<file path="config.mk">
export PLATFORM = sky130hd
export DESIGN_NAME = sort4_ctrl
export DESIGN_NICKNAME = d
export VERILOG_FILES = /design/src/rtl/sort4_ctrl.sv
export SDC_FILE = /design/constraint.sdc
export NUM_CORES = 1
export LEC_CHECK = 0
export CORE_MARGIN = 2
export CORE_UTILIZATION = 50
export CTS_BUF_LIST = sky130_fd_sc_hd__clkbuf_8
export DETAILED_ROUTE_END_ITERATION = 10
export DONT_BUFFER_PORTS = 1
export GPL_ROUTABILITY_DRIVEN = 0
export PLACE_DENSITY_LB_ADDON = 0.15
export SLEW_MARGIN = 30
export SYNTH_ARGS = -nofsm -noshare
export SYNTH_HDL_FRONTEND = slang
export SYNTH_SLANG_ARGS = --single-unit
</file>
<file path="constraint.sdc">
create_clock -name clk -period 4.3 [get_ports clk]
set_input_delay 1.29 -clock clk [delete_from_list [all_inputs] [get_ports clk]]
set_output_delay 1.29 -clock clk [all_outputs]
set_load 0.02 [all_outputs]
</file>
<file path="src/rtl/sort4_ctrl.sv">
// sort4_ctrl: sequential bubble sort of four signed 4-bit elements.
// One shared magnitude comparator; six fixed compare cycles per sort.
//
// Ports:
//   clk      - clock, rising edge
//   rst_n    - async active-low reset
//   start    - sort request, sampled in IDLE only
//   din      - four signed elements, element i = din[4i+3:4i]
//   busy     - high while compares are in progress (CMP)
//   done     - one-cycle pulse, dout/swap_cnt valid
//   dout     - sorted ascending, dout[3:0] = smallest
//   swap_cnt - swaps performed by the last completed sort

module cmp4 (
    input  logic [3:0] a,
    input  logic [3:0] b,
    output logic       agtb,
    output logic       aeqb,
    output logic       altb
);
    assign agtb = (a > b);
    assign aeqb = (a == b);
    assign altb = (a < b);
endmodule

module sort4_ctrl (
    input  logic        clk,
    input  logic        rst_n,
    input  logic        start,
    input  logic [15:0] din,
    output logic        busy,
    output logic        done,
    output logic [15:0] dout,
    output logic [2:0]  swap_cnt
);
    typedef enum logic [1:0] {
        IDLE = 2'd0,
        CMP  = 2'd1,
        DONE = 2'd2
    } state_t;

    state_t     state, state_nx;
    logic [3:0] r    [4];
    logic [3:0] r_nx [4];
    logic [1:0] pass, pass_nx;
    logic [1:0] idx, idx_nx;
    logic [1:0] idx1;
    logic [2:0] wcnt, wcnt_nx;
    logic [3:0] op_a, op_b;
    logic       agtb, aeqb, altb;
    logic       swap;
    logic       last;

    assign idx1 = idx + 2'd1;

    // Flipping the sign bit maps signed order onto unsigned order.
    assign op_a = {~r[idx][3],  r[idx][2:0]};
    assign op_b = {~r[idx1][3], r[idx1][2:0]};

    cmp4 u_cmp (
        .a    (op_a),
        .b    (op_b),
        .agtb (agtb),
        .aeqb (aeqb),
        .altb (altb)
    );

    // Swap only on strictly greater; equal keeps order (stable).
    assign swap = agtb && !aeqb && !altb;
    assign last = (state == CMP) && (pass == 2'd2) && (idx == 2'd0);

    always_comb begin
        state_nx = state;
        r_nx     = r;
        pass_nx  = pass;
        idx_nx   = idx;
        wcnt_nx  = wcnt;
        case (state)
            IDLE: begin
                if (start) begin
                    for (int i = 0; i < 4; i++) begin
                        r_nx[i] = din[4*i +: 4];
                    end
                    wcnt_nx  = 3'd0;
                    pass_nx  = 2'd0;
                    idx_nx   = 2'd0;
                    state_nx = CMP;
                end
            end
            CMP: begin
                if (swap) begin
                    r_nx[idx]  = r[idx1];
                    r_nx[idx1] = r[idx];
                    wcnt_nx    = wcnt + 3'd1;
                end
                // Pass p compares idx 0 .. 2-p.
                if (last) begin
                    pass_nx  = 2'd0;
                    idx_nx   = 2'd0;
                    state_nx = DONE;
                end else if (idx == (2'd2 - pass)) begin
                    pass_nx = pass + 2'd1;
                    idx_nx  = 2'd0;
                end else begin
                    idx_nx = idx + 2'd1;
                end
            end
            DONE: begin
                state_nx = IDLE;
            end
            default: begin
                state_nx = IDLE;
            end
        endcase
    end

    always_ff @(posedge clk or negedge rst_n) begin
        if (!rst_n) begin
            state    <= IDLE;
            pass     <= 2'd0;
            idx      <= 2'd0;
            wcnt     <= 3'd0;
            dout     <= 16'h0000;
            swap_cnt <= 3'd0;
            for (int i = 0; i < 4; i++) begin
                r[i] <= 4'd0;
            end
        end else begin
            state <= state_nx;
            pass  <= pass_nx;
            idx   <= idx_nx;
            wcnt  <= wcnt_nx;
            r     <= r_nx;
            if (last) begin
                dout     <= {r_nx[3], r_nx[2], r_nx[1], r_nx[0]};
                swap_cnt <= wcnt_nx;
            end
        end
    end

    assign busy = (state == CMP);
    assign done = (state == DONE);
endmodule

</file>
Word-level counts from Yosys, hierarchy flattened

Index checks and enable logic that the tools add are counted.

Register bits after elaboration: 44
Bits of input ports: 19
Output and inout bits: 21
Logic and storage cells: 74

Add/subtract/negate cells: 4
Magnitude comparators: 6
Equal/unequal tests: 8
Multiplexer cells: 28
Bitwise logic cells: 4
Reduce and logical (&&, ||, !) cells: 14

Operators with widths:

| kind                  | number |
|---|---|
| $bwmux W16            | 2 |
| $mux W16              | 2 |
| $pmux W16 S2          | 1 |
| $mux W4               | 6 |
| $bmux W4 S2           | 2 |
| $demux W4 S2          | 2 |
| $mux W2               | 7 |
| $pmux W2 S2           | 3 |
| $ge A3 B3 Y1 const B  | 2 |
| $logic_and A1 B1 Y1   | 6 |
| $lt A3 B1 Y1 const B  | 2 |
| $mux W3               | 2 |
| $not A2 Y3            | 2 |
| $pmux W3 S2           | 1 |
| $add A2 B1 Y2 const B | 2 |
| $eq A2 B2 Y1 const B  | 2 |
| $eq A4 B4 Y1          | 1 |
| $gt A4 B4 Y1          | 1 |
| $logic_not A2 Y1      | 2 |
| $lt A4 B4 Y1          | 1 |
| $reduce_and A2 Y1     | 2 |
| $add A3 B1 Y3 const B | 1 |
| $ne A3 B1 Y1 const B  | 1 |
| $reduce_and A3 Y1     | 1 |
| other kinds (8)       | 10 |

Logic depth before layout (Yosys ltp)

Depth after elaboration: 12
Gate-level depth with buffers: 14
Depth with buffers taken out: 11

By module

Synthesis repeated with hierarchy kept, for this count alone.

Cells, all modules: 320
Area total of the unflattened synthesis: 3144.3 µm²

By module, submodules not included:

| module     | instances | cells an instance | area each (µm²) | seq. area each (µm²) |
|---|---|---|---|---|
| sort4_ctrl | 1         | 304               | 3015.4          | 1101.1 |
| cmp4       | 1         | 16                | 128.9           | 0.0 |

Least setup slack after synthesis

OpenSTA, ideal clock, no wires.

Path type: register -> register
Start point: register idx[0]
End point: register r[1] (netlist name)
Setup time: 0.123 ns
Arrival time: 3.006 ns
Data required time: 4.177 ns
Setup slack: 1.171 ns
Stages on the path, launching flop included: 14
Path buffers: 3
Period minus slack after synthesis: 3.129 ns
Cell sequence: dfrtp_1 > buf_6 > buf_2 > inv_1 > ha_1 > clkbuf_1 > nor2_1 > nor2_1 > ha_1 > and4b_1 > a211oi_4 > o21ai_0 > and2_1 > o221a_2

RTL lines:

| element                | line | source |
|---|---|---|
| from (decl)            | 46   | `logic [1:0] idx, idx_nx;` |
| from (signal assigned) | 131  | `idx <= idx_nx;` |
| to (signal assigned)   | 133  | `r <= r_nx;` |
| to (decl)              | 43   | `logic [3:0] r [4];` |

==> impl_results.md <==
- Hold wc startpoint: pass[1]$_DFFE_PN0P_
- Clock Path Buffers: 2
- # hold bufs at CTS: 0
- Kind of critical path: flip-flop to flip-flop
- Mapped Cells: slightly below 300
- Dpl cells: about 360
- Post CTS Setup Buffer Count: 0
- Required time of the critical path: approximately 4500 ps
- Layout cell share with drive strength beyond 1: a little under an eighth
- Area growth syn-to-layout: 5.23%
- Vias in the first global route: 2324
- Max Cap Violations: 0
- Max-slew violations: 0
- Syn nets: roughly 330
- Synth cell types: slightly above 50
- Cell Area, Synth: around 2800 um^2
- FF+latch count, synth: 44
- Worst Setup End Kind: flip-flop
- Synth top area share: between 30% and 40%
- Worst slew pin tran: slightly below 600 ps
- Met2 Usage GRT: 41.5%
- CP Max Fanout: 14
- Fin crit period: roughly 3700 ps
- Met3 Resource Use GR: 4.60%
- # clock sinks: 44
- Vias/cell: between 6 and 7
- Final net count: between 300 and 400
- Synth area leader: dfrtp_1
- DR iter-0 viols: 159
- Final Skew: roughly 6.3 ps
- Layout Utilization: between 50 and 60%
- Fmax: between 200 and 300 MHz
- Final Cycle Share: between 80% and 90%
- Grt ovf: 0
- Initial antenna violation count: 0
- Total wire length: roughly 7000 um
- Core ar.: roughly 5400 um^2
- Post-synth EDFFs: 0
- Most frequent cells in the layout: dfrtp_1, nand2_1, o21ai_0
- Most common cell after layout, fill and taps aside: dfrtp_1
- Site Rows: 27
- Top cells by area, synth: dfrtp_1, ha_1, o21ai_0
- DR WL/cell: between 15 and 20 um
- Root buffer cell: clkbuf_8
- Final cell count without fillers: roughly 370
- R2r worst-path depth: 11
- Latest clock arrival within the worst-skew pair: roughly 300 ps
- IO Port Bufs: 0
- Die width: approximately 80 um
- Hold EP: pass[1]$_DFFE_PN0P_
- Die area: 6160 um^2
- First-pass GRT wire length: 11600 um
- CTS HTree Levels: 2
- Avg Cell Area, Syn: approximately 9.4 um^2
- Met1 Usage GRT: between 30% and 40%
- Hold Path Class: flip-flop to flip-flop
- Fin Setup TNS: 0 ps
- Worst Setup Slack, final: roughly 600 ps
- Ports: 40
- Worst r2r dst: r[7]$_DFF_PN0_
- Final Hold Fails: 0
- 1st-pass router iterations: 4
- Yosys synthesis warning count: 0
- Post_cts resized: 0
- GR peak layer: met2
- Final setup violating endpoints: 0
- Hold path cells: 2
- Max_slew headroom: 61.5%
- Asr flop ratio synth: 100%
- CTS Buf Count: 5
- Critical Path AT: approximately 4000 ps
- DRC: 0
- Top FF cell, synth: dfrtp_1
- Unrepaired setup endpoints after global routing: false
- Largest net degree at the start of global routing: 45
- Reg2reg start: idx[1]$_DFFE_PN0P_
- Total track usage: approximately a quarter
- Initial core utilization: between 50% and 60%
- Die Ht: ~78 um
- Post-detail-place hpwl: 5100 um
- Outcome: finished clean
- Ant. Diodes: 0
- Startpoint types: flip-flop
- Vias: ~2300
- Clock slew at reported path FFs: 80 ps
- Worst slack at placement: about 680 ps
- Post-synthesis sequential area ratio: about 40%
- CTS tree: done
- Remaining antenna violation count: 0
- FF-to-FF setup slack: slightly above 600 ps
-- synth_stat cells (3+ instances only) --
cell,number
nand3b_1,5
nand3_1,9
mux2i_1,3
a222oi_1,4
nand2_1,33
nand2b_1,5
dfrtp_1,44
and3_1,4
clkbuf_1,10
buf_2,4
o221a_2,4
nor2_1,19
mux4_2,3
o22ai_1,19
mux2_2,8
inv_1,9
a21oi_1,11
a211oi_1,3
ha_1,13
o31ai_1,8
a22oi_1,9
o21ai_0,30
or3b_2,4
xor2_1,3
-- worst max-delay path, stage by stage, from the launching register on --
cell	delay, ps
dfrtp_1	610
inv_1	170
ha_1	550
clkinv_1	320
nor2_1	160
nor2_1	60
ha_1	350
and4b_1	250
a211o_1	350
nand2_1	350
o22ai_1	190
o21ai_0	220
-- sequential cells by signal, indices dropped and copies added, names as in the netlist --
name	count
dout	16
idx	2
pass	2
r	16
state	2
swap_cnt	3
wcnt	3
-- how the worst max path moves through the flow --
stage | slack [ps] | from | depth (start not counted) | to
after floorplan | 1170 | idx[0]$_DFFE_PN0P_ | 13 | r[1]$_DFF_PN0_
after global placement | 840 | idx[1]$_DFFE_PN0P_ | 11 | dout[14]$_DFFE_PN0P_
after detailed placement | 680 | idx[1]$_DFFE_PN0P_ | 11 | r[7]$_DFF_PN0_
after CTS | 650 | idx[1]$_DFFE_PN0P_ | 11 | r[7]$_DFF_PN0_
after global routing | 300 | idx[1]$_DFFE_PN0P_ | 11 | dout[3]$_DFFE_PN0P_
final | 610 | idx[1]$_DFFE_PN0P_ | 11 | r[7]$_DFF_PN0_
-- routing by layer --
metal	up-vias	wire length, um
li1	1104	-
met1	1100	3120
met2	61	3400
met3	6	359
met4	0	68
met5	-	0
-- stage by stage --
stage | instance area, um^2 | hold slack (ps)
final | 2920 | 492
after CTS | 2920 | 499
after global routing | 2920 | 527
after floorplan | 2770 | 453
after detailed placement | 2830 | 480
after global placement | 2830 | 471
-- cells by family (layout without fill, tap and decap cells) --
group,count (synthesis),count (layout),share of synthesized area (%)
buffers and inverters,26,23,3.97
muxes,15,15,7.72
adders and majority gates,13,13,5.87
and+or+nand+nor,92,92,16.9
AOI/OAI and AO/OA,103,103,24.9
xor gates and xnor gates,3,3,0.948
DFF,44,44,39.7
-- cell type report --
cell class | count | area (um^2)
Tap cell | 72 | 90.1
Sequential cell | 44 | 1100
Multi-Input combinational cell | 226 | 1560
Timing Repair Buffer | 5 | 37.5
Fill cell | 500 | 2520
Inverter | 10 | 37.5
Clock inverter | 2 | 7.51
Clock buffer | 6 | 82.6
Power is left out: the tool's default activity adds up to more than one toggle a clock period on the data nets, which glitch-free logic cannot reach.
